File: src/rtl/multicycle_ctrl.sv
// multicycle_ctrl: main control FSM for a multi-cycle RV32I datapath.
// Drives every datapath mux select and write strobe; memory latency is MEM_LAT cycles.
`default_nettype none

module multicycle_ctrl #(
  parameter int MEM_LAT = 1
) (
  input  logic       clk_i,
  input  logic       rst_i,
  input  logic [6:0] instr_i,
  input  logic       stall_i,
  output logic       PCWrite,
  output logic       PCWriteCond,
  output logic       IorD,
  output logic       MemRead,
  output logic       MemWrite,
  output logic       IRWrite,
  output logic       RegWrite,
  output logic [1:0] MemtoReg,
  output logic [1:0] ALUSrcA,
  output logic [1:0] ALUSrcB,
  output logic [1:0] ALUOp,
  output logic [1:0] PCSource,
  output logic       instr_done_o,
  output logic       illegal_o
);

  localparam int            CW   = $clog2(MEM_LAT + 1);
  localparam logic [CW-1:0] LAST = CW'(MEM_LAT - 1);

  localparam logic [6:0] OP_R     = 7'b0110011;
  localparam logic [6:0] OP_I     = 7'b0010011;
  localparam logic [6:0] OP_LOAD  = 7'b0000011;
  localparam logic [6:0] OP_STORE = 7'b0100011;
  localparam logic [6:0] OP_BR    = 7'b1100011;
  localparam logic [6:0] OP_JAL   = 7'b1101111;
  localparam logic [6:0] OP_JALR  = 7'b1100111;

  typedef enum logic [3:0] {
    FETCH    = 4'd0,
    DECODE   = 4'd1,
    EXEC_R   = 4'd2,
    EXEC_I   = 4'd3,
    ALU_WB   = 4'd4,
    MEM_ADDR = 4'd5,
    MEM_RD   = 4'd6,
    LOAD_WB  = 4'd7,
    MEM_WR   = 4'd8,
    BRANCH   = 4'd9,
    JAL      = 4'd10,
    JALR     = 4'd11,
    TRAP     = 4'd12
  } state_t;

  state_t        state;
  logic [CW-1:0] cnt;
  logic          illegal;
  logic          last;

  assign last = (cnt == LAST);

  always_ff @(posedge clk_i) begin
    if (rst_i) begin
      state   <= FETCH;
      cnt     <= '0;
      illegal <= 1'b0;
    end else if (!stall_i) begin
      case (state)
        FETCH: begin
          if (last) begin
            state <= DECODE;
            cnt   <= '0;
          end else begin
            cnt <= cnt + CW'(1);
          end
        end
        DECODE: begin
          cnt <= '0;
          case (instr_i)
            OP_R:              state <= EXEC_R;
            OP_I:              state <= EXEC_I;
            OP_LOAD, OP_STORE: state <= MEM_ADDR;
            OP_BR:             state <= BRANCH;
            OP_JAL:            state <= JAL;
            OP_JALR:           state <= JALR;
            default: begin
              state   <= TRAP;
              illegal <= 1'b1;
            end
          endcase
        end
        EXEC_R, EXEC_I: state <= ALU_WB;
        MEM_ADDR: state <= (instr_i == OP_STORE) ? MEM_WR : MEM_RD;
        MEM_RD: begin
          if (last) begin
            state <= LOAD_WB;
            cnt   <= '0;
          end else begin
            cnt <= cnt + CW'(1);
          end
        end
        MEM_WR: begin
          if (last) begin
            state <= FETCH;
            cnt   <= '0;
          end else begin
            cnt <= cnt + CW'(1);
          end
        end
        ALU_WB, LOAD_WB, BRANCH, JAL, JALR: begin
          state <= FETCH;
          cnt   <= '0;
        end
        TRAP:    state <= TRAP;
        default: begin
          state <= FETCH;
          cnt   <= '0;
        end
      endcase
    end
  end

  always_comb begin
    PCWrite      = 1'b0;
    PCWriteCond  = 1'b0;
    IorD         = 1'b0;
    MemRead      = 1'b0;
    MemWrite     = 1'b0;
    IRWrite      = 1'b0;
    RegWrite     = 1'b0;
    MemtoReg     = 2'b00;
    ALUSrcA      = 2'b00;
    ALUSrcB      = 2'b00;
    ALUOp        = 2'b00;
    PCSource     = 2'b00;
    instr_done_o = 1'b0;
    illegal_o    = illegal;
    case (state)
      FETCH: begin
        MemRead = 1'b1;
        ALUSrcB = 2'b01;
        IRWrite = last;
        PCWrite = last;
      end
      DECODE: begin
        ALUSrcA = 2'b01;
        ALUSrcB = 2'b10;
      end
      EXEC_R: begin
        ALUSrcA = 2'b10;
        ALUOp   = 2'b10;
      end
      EXEC_I: begin
        ALUSrcA = 2'b10;
        ALUSrcB = 2'b10;
        ALUOp   = 2'b11;
      end
      ALU_WB: begin
        RegWrite     = 1'b1;
        instr_done_o = 1'b1;
      end
      MEM_ADDR: begin
        ALUSrcA = 2'b10;
        ALUSrcB = 2'b10;
      end
      MEM_RD: begin
        IorD    = 1'b1;
        MemRead = 1'b1;
      end
      LOAD_WB: begin
        RegWrite     = 1'b1;
        MemtoReg     = 2'b01;
        instr_done_o = 1'b1;
      end
      MEM_WR: begin
        IorD         = 1'b1;
        MemWrite     = 1'b1;
        instr_done_o = last;
      end
      BRANCH: begin
        ALUSrcA      = 2'b10;
        ALUOp        = 2'b01;
        PCWriteCond  = 1'b1;
        PCSource     = 2'b01;
        instr_done_o = 1'b1;
      end
      JAL: begin
        PCWrite      = 1'b1;
        PCSource     = 2'b01;
        RegWrite     = 1'b1;
        MemtoReg     = 2'b10;
        instr_done_o = 1'b1;
      end
      JALR: begin
        // rd receives the pre-edge PC (old+4) while the PC loads rs1+imm
        ALUSrcA      = 2'b10;
        ALUSrcB      = 2'b10;
        PCWrite      = 1'b1;
        RegWrite     = 1'b1;
        MemtoReg     = 2'b10;
        instr_done_o = 1'b1;
      end
      default: ;
    endcase

    // A stall freezes the sequence, so no architectural state may change
    if (stall_i) begin
      PCWrite      = 1'b0;
      PCWriteCond  = 1'b0;
      IRWrite      = 1'b0;
      RegWrite     = 1'b0;
      MemWrite     = 1'b0;
      instr_done_o = 1'b0;
    end

    if (rst_i) begin
      PCWrite      = 1'b0;
      PCWriteCond  = 1'b0;
      IorD         = 1'b0;
      MemRead      = 1'b0;
      MemWrite     = 1'b0;
      IRWrite      = 1'b0;
      RegWrite     = 1'b0;
      MemtoReg     = 2'b00;
      ALUSrcA      = 2'b00;
      ALUSrcB      = 2'b00;
      ALUOp        = 2'b00;
      PCSource     = 2'b00;
      instr_done_o = 1'b0;
    end
  end

endmodule

`default_nettype wire

File: config.mk
export PLATFORM = sky130hd
export DESIGN_NAME = multicycle_ctrl
export DESIGN_NICKNAME = d
export VERILOG_FILES = /design/src/rtl/multicycle_ctrl.sv
export SDC_FILE = /design/constraint.sdc
export NUM_CORES = 1
export LEC_CHECK = 0
export BUFFER_PORTS_ARGS = -buffer_cell sky130_fd_sc_hd__buf_2
export CAP_MARGIN = 40
export CORE_MARGIN = 1.5
export CORE_UTILIZATION = 51
export DETAILED_ROUTE_END_ITERATION = 8
export PLACE_DENSITY = 0.83
export SLEW_MARGIN = 20
export SYNTH_ARGS = -nofsm -noshare
export SYNTH_HDL_FRONTEND = slang
export SYNTH_SLANG_ARGS = --single-unit
File: constraint.sdc
create_clock -name clk_i -period 3.55 [get_ports clk_i]
set_input_delay 0.355 -clock clk_i [delete_from_list [all_inputs] [get_ports clk_i]]
set_output_delay 0.355 -clock clk_i [all_outputs]
set_load 0.005 [all_outputs]
==> flow_metrics.tcl, run 1 <==
set metrics [dict create \
    row_count 13 \
    insertedDiodeCount 0 \
    timing.critical_path.buf_inv 1 \
    final_antenna_net_count 0 \
    core_region_area_um2 1334 \
    synth.largest_area_cell "sky130_fd_sc_hd__dfxtp_1" \
    finalCoreUtilization_pct 62.57 \
    dominantRegCellSynth "sky130_fd_sc_hd__dfxtp_1" \
    cts_setup_buffers 0 \
    met3_wirelength_um 138 \
    combinational_family_with_the_most_area_after_synthesis "simple AND/OR/NAND/NOR gates" \
    drtIter0Drc 48 \
    synth_top_area_share_pct 13.31 \
    largest_net_degree_at_the_start_of_global_routing 22 \
    synth-simple-area-share_pct 39.93 \
    top_layer_used "met3" \
    finalHoldViolCount 0 \
    synthesis.instances 109 \
    netlist_top_cells_area "sky130_fd_sc_hd__dfxtp_1, sky130_fd_sc_hd__a21oi_1, sky130_fd_sc_hd__buf_6" \
    crit_path_end_kind "output pin" \
    postRouteWirelength_um 1940 \
    number_of_design_rule_violations_left_after_detail_routing 0 \
    edff_count_synth 0 \
    layout-area-overhead-vs-synth_pct 10.98 \
    synth_compound_area_share_pct 26.12 \
    cts_max_level 1 \
    synth.mux.area_fraction_pct 3.328 \
    postCtsResizedCells 0 \
    filler_cell_count 134 \
    setup.worst_path.start_class "flip-flop" \
    critical_path_peak_fanout 20 \
    via_count 876 \
    slew-limit-headroom_pct 56.53 \
    cts.clk_slew.worst_paths_ns 0.05 \
    timing.critical_path.required_ns 3.19 \
    clock-root-buffer "sky130_fd_sc_hd__clkbuf_4" \
    floorplan.die_area_um2 1714 \
    critical_path_arrival_ns 1.72 \
    post_synth_most_frequent_cells "sky130_fd_sc_hd__nand2_1, sky130_fd_sc_hd__nor2_1, sky130_fd_sc_hd__a21oi_1" \
    dp_cells 141 \
    synth_nets 119 \
    max_slew.worst_pin.slew_ns 0.6512 \
    timing.setup.tns_ns 0 \
    grt_first_pass_wirelength_um 3346 \
    clock-sinks 5 \
    top_level_ports 29 \
    number_of_antenna_violations_at_the_first_check_in_global_routing 0 \
    nNetsFinal 141 \
    wl_met2_um 955 \
    floorplan.die.width_um 41.40 \
    global_route.overflow_total 0 \
    die_height_um 41.40 \
    synth_seq_cells 5 \
    setup_violations 0 \
    cts_buffers 3 \
    synth-seq-area-share_pct 13.31 \
    synth-xor-area-share_pct 2.329 \
    cell_area_after_technology_mapping_um2 752.0 \
    floorplan.initialDensity_pct 56.38 \
    final_critical_path_time_including_i_o_delays_and_setup_ns 2.072 \
    cts_hold_buf 0 \
    synth_warnings 0 \
    tritoncts "yes" \
    synthesis.area_per_instance_um2 6.899 \
    synthDistinctLibCells 42 \
    p_leak_nw 0.3551 \
    hold_path_class "in2reg" \
    route.detailed.wl_per_inst_um 13.38 \
    synth-adder-area-share_pct 0 \
    fin_crit_sh_pct 58.35 \
    max_clock_freq_mhz 482.7 \
    layout-drive-gt1-share_pct 30.00 \
    grt.total_usage_pct 24.19 \
    gpl.final_weighted_congestion 0.8713 \
    drt-vias-per-instance 6.041 \
    worstSkewPairLatency_ns 0.25 \
    number_of_buffer_cells_added_on_primary_ports 27 \
    clock_tree.buffer_depth 2 \
    m1WireLength_um 847 \
    run_status "complete, no violations" \
    worst_ir_drop_vdd_mv 0.1925 \
    grt_setup_unrepaired "no" \
    synth_async_sr_flop_share_pct 0 \
    place_hpwl_um 1400 \
    clock_skew_ns 0.001588 \
    number_of_global_route_vias_before_repair 737 \
    finalNonFillerCells 145 \
    drt-pass1-iter-count 4 \
    chain_of_cells_forming_the_critical_path "nand2_1, a221oi_1, buf_2" \
    power.density_nw_per_um2 284.5 \
    drv.max_cap_violation_count 0 \
    slew_violations 0 \
    critical-path-top-delay-family "flip-flops" \
    cpMaxStageDelayCell "sky130_fd_sc_hd__dfxtp_1" \
    slowest_delay_ns 0.73 \
    path_type_of_the_worst_setup_path "reg2out" \
]
-- per-layer routing --
layer	track usage, %	vias to the layer above
li1	-	435
met1	32.89	400
met2	37.19	41
met3	7.826	0
met4	5.161	0
met5	0	-
-- cell families (layout without fill, tap and decap cells) --
kind of cell | count (synthesis) | count (layout)
DFF | 5 | 5
muxes | 2 | 2
xor gates and xnor gates | 2 | 2
and+or+nand+nor | 57 | 57
buffers and inverters | 13 | 34
AOI/OAI and AO/OA | 29 | 29
other | 1 | 1
-- power breakdown --
part           switching, mW  internal (mW)
logic                 0.0480         0.0399
clock network         0.0274         0.0428
registers             0.0187         0.0608
-- placed cells by master, fill, tap and decap left out, types with 2 or more instances in the layout --
| cell type | Yosys | layout |
|---|---|---|
| sky130_fd_sc_hd__inv_2 | 2 | 2 |
| sky130_fd_sc_hd__nor3_1 | 8 | 8 |
| sky130_fd_sc_hd__dfxtp_1 | 5 | 5 |
| sky130_fd_sc_hd__nand2b_1 | 2 | 2 |
| sky130_fd_sc_hd__nand3_1 | 4 | 4 |
| sky130_fd_sc_hd__buf_2 | 0 | 27 |
| sky130_fd_sc_hd__o21ai_0 | 2 | 2 |
| sky130_fd_sc_hd__or3_1 | 3 | 3 |
| sky130_fd_sc_hd__nand3b_1 | 4 | 4 |
| sky130_fd_sc_hd__a21boi_1 | 2 | 2 |
| sky130_fd_sc_hd__clkbuf_4 | 0 | 3 |
| sky130_fd_sc_hd__xnor2_1 | 2 | 2 |
| sky130_fd_sc_hd__o21ai_1 | 4 | 4 |
| sky130_fd_sc_hd__a21oi_1 | 9 | 9 |
| sky130_fd_sc_hd__nor2b_1 | 4 | 4 |
| sky130_fd_sc_hd__o2111ai_1 | 2 | 2 |
| sky130_fd_sc_hd__nand2_1 | 12 | 12 |
| sky130_fd_sc_hd__nor2_1 | 12 | 12 |
-- sequential cells by signal, summed over array words and instances (netlist names) --
name	cells
illegal_o	1
state	4
-- cell type report --
type / count / area (um^2) / area share, %
Inverter: 3 / 11.26 / 1.349
Tap cell: 15 / 18.77 / 2.249
Sequential cell: 5 / 100.1 / 11.99
Clock buffer: 4 / 26.28 / 3.148
Multi-Input combinational cell: 91 / 543.0 / 65.07
Timing Repair Buffer: 27 / 135.1 / 16.19
-- worst paths after layout --
| check | start | end | slack (ns) | cells after the start |
|---|---|---|---|---|
| max reg2reg | state[0] | state[3] | 1.82 | 4 |
| max | state[0] | ALUSrcA[1] | 1.48 | 3 |
| min reg2reg | illegal_o | illegal_o | 0.49 | 2 |
| min | rst_i | illegal_o | 0.47 | 2 |
-- worst register-to-register path: stages, from the launching register on --
cell and delay [ns]:
sky130_fd_sc_hd__dfxtp_1 0.73, sky130_fd_sc_hd__nand2_1 0.25, sky130_fd_sc_hd__o311ai_1 0.40, sky130_fd_sc_hd__a41oi_1 0.10
sky130_fd_sc_hd__o21ai_1 0.17
-- metrics by stage --
stage,setup slack (ns),power (mW),hold WS (ns),cell area (um^2)
3_3_place_gp,1.823,0.1645,0.4605,808.3
4_1_cts,1.484,0.2375,0.4554,834.6
3_5_place_dp,1.768,0.1671,0.4693,808.3
2_1_floorplan,2.106,0.1494,0.4604,752.0
5_1_grt,1.297,0.2576,0.4866,834.6
6_report,1.479,0.2374,0.4665,834.6
(Power assumes the default switching activity.)
==> inputs of run 2 (changes only) <==
--- a/config.mk
+++ b/config.mk
@@ -8,9 +8,9 @@
 export BUFFER_PORTS_ARGS = -buffer_cell sky130_fd_sc_hd__buf_2
 export CAP_MARGIN = 40
 export CORE_MARGIN = 1.5
-export CORE_UTILIZATION = 51
+export CORE_UTILIZATION = 43
 export DETAILED_ROUTE_END_ITERATION = 8
-export PLACE_DENSITY = 0.83
+export PLACE_DENSITY = 0.75
 export SLEW_MARGIN = 20
 export SYNTH_ARGS = -nofsm -noshare
 export SYNTH_HDL_FRONTEND = slang
==> constraint.sdc (replaced) <==
create_clock -name clk_i -period 1.9 [get_ports clk_i]
set_input_delay 0.19 -clock clk_i [delete_from_list [all_inputs] [get_ports clk_i]]
set_output_delay 0.19 -clock clk_i [all_outputs]
set_load 0.005 [all_outputs]
==> run 2 against run 1 <==
Net effect: final cell count rose by 2.1%; core utilization fell by 8.4 points; clock power rose by 90%; non-clock buffer count rose by 2; routed wire length fell by 1.6%; total power rose by 90%; largest cell class unchanged; largest power group unchanged; highest routed layer is now met4.
==> flow_metrics.tcl, run 2 (synthesis results as in run 1) <==
set metrics [dict create \
    run_status "complete, no violations" \
    power.density_nw_per_um2 528.3 \
    worstSetupEndpoint "ALUSrcA[1]" \
    crit_path_end_kind "output pin" \
    most_used_cells_in_the_layout_excluding_fill_and_tap_cells "sky130_fd_sc_hd__buf_2, sky130_fd_sc_hd__nand2_1, sky130_fd_sc_hd__nor2_1" \
    layout-area-overhead-vs-synth_pct 13.64 \
    timing.setup.tns_ns 0 \
    met1_usage_pct 25.00 \
    grt_first_pass_wirelength_um 3132 \
    core_region_area_um2 1577 \
    tritoncts "yes" \
    largest-register "state" \
    number_of_buffer_cells_added_on_primary_ports 27 \
    die_height_um 44.82 \
    max_clock_freq_mhz 559.9 \
    grt_util_met2_pct 36.81 \
    timing.hold.worst.start "stall_i" \
    critical_path_peak_fanout 13 \
    p_int_mw 0.2703 \
    layout-drive-gt1-share_pct 33.33 \
    largest_net_degree_at_the_start_of_global_routing 22 \
    most_common_cell_after_layout_fill_and_taps_aside "sky130_fd_sc_hd__buf_2" \
    slew_violations 0 \
    clock_skew_ns 0.007434 \
    row_count 14 \
    path_type_of_the_worst_setup_path "reg2out" \
    drt-pass1-iter-count 4 \
    worst_reg2reg_path_endpoint "state[3]" \
    critical_path_arrival_ns 1.60 \
    cts_buffers 3 \
    global_route.overflow_total 0 \
    setup_violations 0 \
    met3_track_usage_gr_pct 4.800 \
    hold_path_class "in2reg" \
    timing.critical_path.required_ns 1.71 \
    switchingPower_mw 0.1812 \
    drt-vias-per-instance 6.108 \
    power_frac_comb_pct 39.9 \
    setup.worst_path.start_class "flip-flop" \
    gpl.final_weighted_congestion 0.8161 \
    multi_input_area_um2 543.0 \
    nNetsFinal 143 \
    insertedDiodeCount 0 \
    fin_crit_sh_pct 94.00 \
    drtIter0Drc 20 \
    grt.total_usage_pct 20.71 \
    worstSkewPairLatency_ns 0.26 \
    cts.clk_slew.worst_paths_ns 0.04 \
    route.detailed.wl_per_inst_um 12.89 \
    p_sw_share_pct 40.13 \
    top_level_ports 29 \
    clock-root-buffer "sky130_fd_sc_hd__clkbuf_4" \
    pwr-share-seq_pct 30.8 \
    worstReg2RegStart "state[0]" \
    place_hpwl_um 1428 \
    worst_ir_drop_vdd_mv 0.3413 \
    finalNonFillerCells 148 \
    number_of_global_route_vias_before_repair 748 \
    largest_register_ffs 4 \
    floorplan.die_area_um2 2009 \
    final_antenna_net_count 0 \
    critPathLaunch "state[0]" \
    number_of_antenna_violations_at_the_first_check_in_global_routing 0 \
    grt_most_used_layer "met2" \
    floorplan.initialDensity_pct 47.70 \
    cts_setup_buffers 0 \
    clock_power_share_pct 29.4 \
    via_count 904 \
    final_critical_path_time_including_i_o_delays_and_setup_ns 1.786 \
    drv.max_cap_violation_count 0 \
    number_of_design_rule_violations_left_after_detail_routing 0 \
    clock-sinks 5 \
    grt_setup_unrepaired "no" \
    setup.reg_to_reg.worst_slack_ns 0.38 \
    r2r.worst_path.cells 4 \
    p_leak_nw 0.3694 \
    ff_latch_area_um2 102.6 \
    postRouteWirelength_um 1908 \
    dp_cells 144 \
    cts_max_level 1 \
    floorplan.die.width_um 44.82 \
    finalHoldViolCount 0 \
    clock_tree.buffer_depth 2 \
    filler_cell_count 176 \
]
run 2: worst min-delay path by stage:
stage | endpoint | slack, ns | depth (start not counted)
global route | state[0] | 0.29 | 3
CTS | state[0] | 0.27 | 3
detailed placement | illegal_o | 0.46 | 2
global placement | illegal_o | 0.45 | 2
finish | state[0] | 0.28 | 3
floorplan | state[1] | 0.31 | 1
run 2: worst max-delay path, stage by stage, from the launching register on:
cell,delay [ns]
sky130_fd_sc_hd__dfxtp_1,0.60
sky130_fd_sc_hd__buf_4,0.25
sky130_fd_sc_hd__nand3_1,0.08
sky130_fd_sc_hd__a221oi_1,0.25
sky130_fd_sc_hd__buf_2,0.16
run 2: stage by stage:
step / util (%) / power, mW / worst slack, ns / hold WS [ns] / area, um^2
floorplan: - / 0.2791 / 0.6207 / 0.3054 / 752.0
global route: 54.21 / 0.4868 / 0.03706 / 0.2947 / 854.6
detailed placement: 52.30 / 0.3186 / 0.3355 / 0.4552 / 824.5
CTS: 54.05 / 0.4537 / 0.07644 / 0.2746 / 852.1
finish: 54.21 / 0.4515 / 0.1139 / 0.2756 / 854.6
global placement: 52.30 / 0.3168 / 0.3873 / 0.4491 / 824.5
run 2: power groups by stage:
stage	logic [mW]	clock network (mW)	registers (mW)
floorplan	0.159	0	0.120
global placement	0.178	0	0.139
detailed placement	0.179	0	0.139
CTS	0.180	0.136	0.137
global route	0.203	0.143	0.140
finish	0.180	0.133	0.139
run 2: area by class of cell:
cell class	instances	share of cell area, %
clock buffers	3	2.635
multi-input cells	91	63.54
well taps	16	2.343
inverters	3	1.318
repair buffers	29	17.57
flip-flops and latches	5	12.01
clock inverters	1	0.5857
run 2: timing repair:
item / CTS / global route
endpoints found under the hold margin: 0 / 0
setup endpoints to repair: 0 / 1
hold buffers: 0 / 0
resized for setup: 0 / 2
run 2: metal layers:
metal,part of all wire (%),wire (um)
met2,48,911
met1,44,843
met4,1.7,32
met5,0,0
met3,6.3,120
==> inputs of run 3 (changes only) <==
--- a/config.mk
+++ b/config.mk
@@ -8,9 +8,9 @@
 export BUFFER_PORTS_ARGS = -buffer_cell sky130_fd_sc_hd__buf_2
 export CAP_MARGIN = 40
 export CORE_MARGIN = 1.5
-export CORE_UTILIZATION = 43
+export CORE_UTILIZATION = 40
 export DETAILED_ROUTE_END_ITERATION = 8
-export PLACE_DENSITY = 0.75
+export PLACE_DENSITY = 0.7
 export SLEW_MARGIN = 20
 export SYNTH_ARGS = -nofsm -noshare
 export SYNTH_HDL_FRONTEND = slang
==> run 3 against run 2 <==
Net effect: die area increased by 7.0%; largest cell class unchanged; clock power is 8% lower; combinational power grew 4%; final cell count grew 6.8%; first-iteration DRC count shrank 30%; sequential power hardly changed; via count decreased by 3.0%; clock-buffer cell count grew 1.
==> flow_metrics.tcl, run 3 (synthesis results as in run 1) <==
set metrics [dict create \
    run_status "complete, no violations" \
    hold_path_class "in2reg" \
    floorplan.initialDensity_pct 43.08 \
    final_critical_path_time_including_i_o_delays_and_setup_ns 1.766 \
    cts_max_level 1 \
    switchingPower_mw 0.1703 \
    power_frac_comb_pct 41.9 \
    tritoncts "yes" \
    power.density_nw_per_um2 511.9 \
    number_of_global_route_vias_before_repair 711 \
    finalHoldViolCount 0 \
    pwr-share-seq_pct 30.6 \
    cpMaxStageDelayCell "sky130_fd_sc_hd__dfxtp_1" \
    clock_tree.buffer_depth 2 \
    final_antenna_net_count 0 \
    crit_path_end_kind "output pin" \
    place_hpwl_um 1413 \
    row_count 15 \
    fin_crit_sh_pct 92.95 \
    largest-register "state" \
    gpl.final_weighted_congestion 0.8183 \
    cts.clk_slew.worst_paths_ns 0.05 \
    route.detailed.wl_per_inst_um 12.11 \
    grt.total_usage_pct 18.66 \
    max_slew.worst_pin.slew_ns 0.5580 \
    slew_violations 0 \
    p_sw_share_pct 38.19 \
    most_common_cell_after_layout_fill_and_taps_aside "sky130_fd_sc_hd__buf_2" \
    clock-root-buffer "sky130_fd_sc_hd__clkbuf_4" \
    filler_cell_count 192 \
    core_region_area_um2 1745 \
    cts_setup_buffers 0 \
    layout-drive-gt1-share_pct 32.33 \
    worstSkewPairLatency_ns 0.24 \
    clock-sinks 5 \
    cts_buffers 3 \
    drtIter0Drc 14 \
    layout-area-overhead-vs-synth_pct 15.81 \
    critical_path_peak_fanout 14 \
    clock_power_share_pct 27.5 \
    p_int_mw 0.2755 \
    timing.setup.tns_ns 0 \
    critical-path-top-delay-family "flip-flops" \
    largest_register_ffs 4 \
    timing.critical_path.buf_inv 1 \
    largest_net_degree_at_the_start_of_global_routing 22 \
    floorplan.die_area_um2 2149 \
    chain_of_cells_forming_the_critical_path "nand2_1, a2111oi_0, buf_2" \
    slowest_delay_ns 0.67 \
    nNetsFinal 144 \
    number_of_antenna_violations_at_the_first_check_in_global_routing 0 \
    die_height_um 46.36 \
    postRouteWirelength_um 1914 \
    setup_violations 0 \
    insertedDiodeCount 0 \
    grt_setup_unrepaired "no" \
    drv.max_cap_violation_count 0 \
    grt_first_pass_wirelength_um 2967 \
    most_used_cells_in_the_layout_excluding_fill_and_tap_cells "sky130_fd_sc_hd__buf_2, sky130_fd_sc_hd__nand2_1, sky130_fd_sc_hd__nor2_1" \
    number_of_buffer_cells_added_on_primary_ports 27 \
    clock_skew_ns 0.002890 \
    drt-vias-per-instance 5.551 \
    floorplan.die.width_um 46.36 \
    setup.worst_path.start_class "flip-flop" \
    p_leak_nw 0.3715 \
    critical_path_arrival_ns 1.58 \
    global_route.overflow_total 0 \
    worst_ir_drop_vdd_mv 0.3116 \
    timing.critical_path.required_ns 1.71 \
    path_type_of_the_worst_setup_path "reg2out" \
    slew-limit-headroom_pct 62.75 \
    worst_hold_slack_ns 0.2933 \
    cts_hold_buf 0 \
    top_level_ports 29 \
    setup.reg_to_reg.worst_slack_ns 0.30 \
    postCtsResizedCells 0 \
    via_count 877 \
    number_of_design_rule_violations_left_after_detail_routing 0 \
    max_clock_freq_mhz 566.2 \
    drt-pass1-iter-count 4 \
]
run 3: cell count changes in the layout (fill, tap and decap cells not counted):
cell,previous run,this run
sky130_fd_sc_hd__buf_4,2,3
sky130_fd_sc_hd__clkbuf_1,0,1
sky130_fd_sc_hd__dfxtp_2,2,1
sky130_fd_sc_hd__clkinv_2,1,0
sky130_fd_sc_hd__dfxtp_1,3,4
run 3: metal layers:
| layer | GRT usage (%) | share of wire, % | vias up |
|---|---|---|---|
| met5 | 0 | 0 | - |
| met4 | 5.143 | 0.10 | 0 |
| met3 | 2.745 | 5.1 | 2 |
| met2 | 31.67 | 47 | 31 |
| met1 | 24.24 | 47 | 403 |
| li1 | - | - | 441 |
run 3: area by class of cell:
cell class              instances  area (um^2)  area share [%]
inverters                       3        11.26           1.293
clock buffers                   4        26.28           3.017
multi-input cells              91        543.0           62.36
flip-flops and latches          5        101.3           11.64
repair buffers                 30        157.7           18.10
well taps                      25        31.28           3.592
run 3: path summary, 6_finish.rpt:
| kind | start | cells past startpoint | end |
|---|---|---|---|
| setup reg to reg | state[1] | 5 | state[0] |
| hold / removal | stall_i | 3 | state[0] |
| hold reg to reg | illegal_o | 2 | illegal_o |
| setup / recovery | state[1] | 3 | PCWrite |
run 3: stage by stage:
stage | power (mW) | setup slack [ns] | utilization, % | instance area, um^2 | std cells
3_5_place_dp | 0.3214 | 0.3383 | 48.32 | 843.3 | 154
6_report | 0.4458 | 0.1339 | 49.89 | 870.8 | 158
2_1_floorplan | 0.2791 | 0.6207 | - | 752.0 | 109
5_1_grt | 0.4823 | 0.02246 | 49.89 | 870.8 | 158
3_3_place_gp | 0.3207 | 0.3761 | 48.32 | 843.3 | 154
4_1_cts | 0.4458 | 0.1074 | 49.82 | 869.6 | 158
run 3: power by group through the flow:
stage,Sequential (mW),Combinational [mW],Clock [mW]
6_report,0.137,0.187,0.123
5_1_grt,0.138,0.208,0.136
4_1_cts,0.135,0.186,0.125
3_5_place_dp,0.137,0.184,0
3_3_place_gp,0.137,0.184,0
2_1_floorplan,0.120,0.159,0
run 3: worst min-delay path, cell delays in order:
cell                      delay, ns
sky130_fd_sc_hd__buf_2         0.15
sky130_fd_sc_hd__nand2_1       0.09
sky130_fd_sc_hd__a21oi_2       0.05
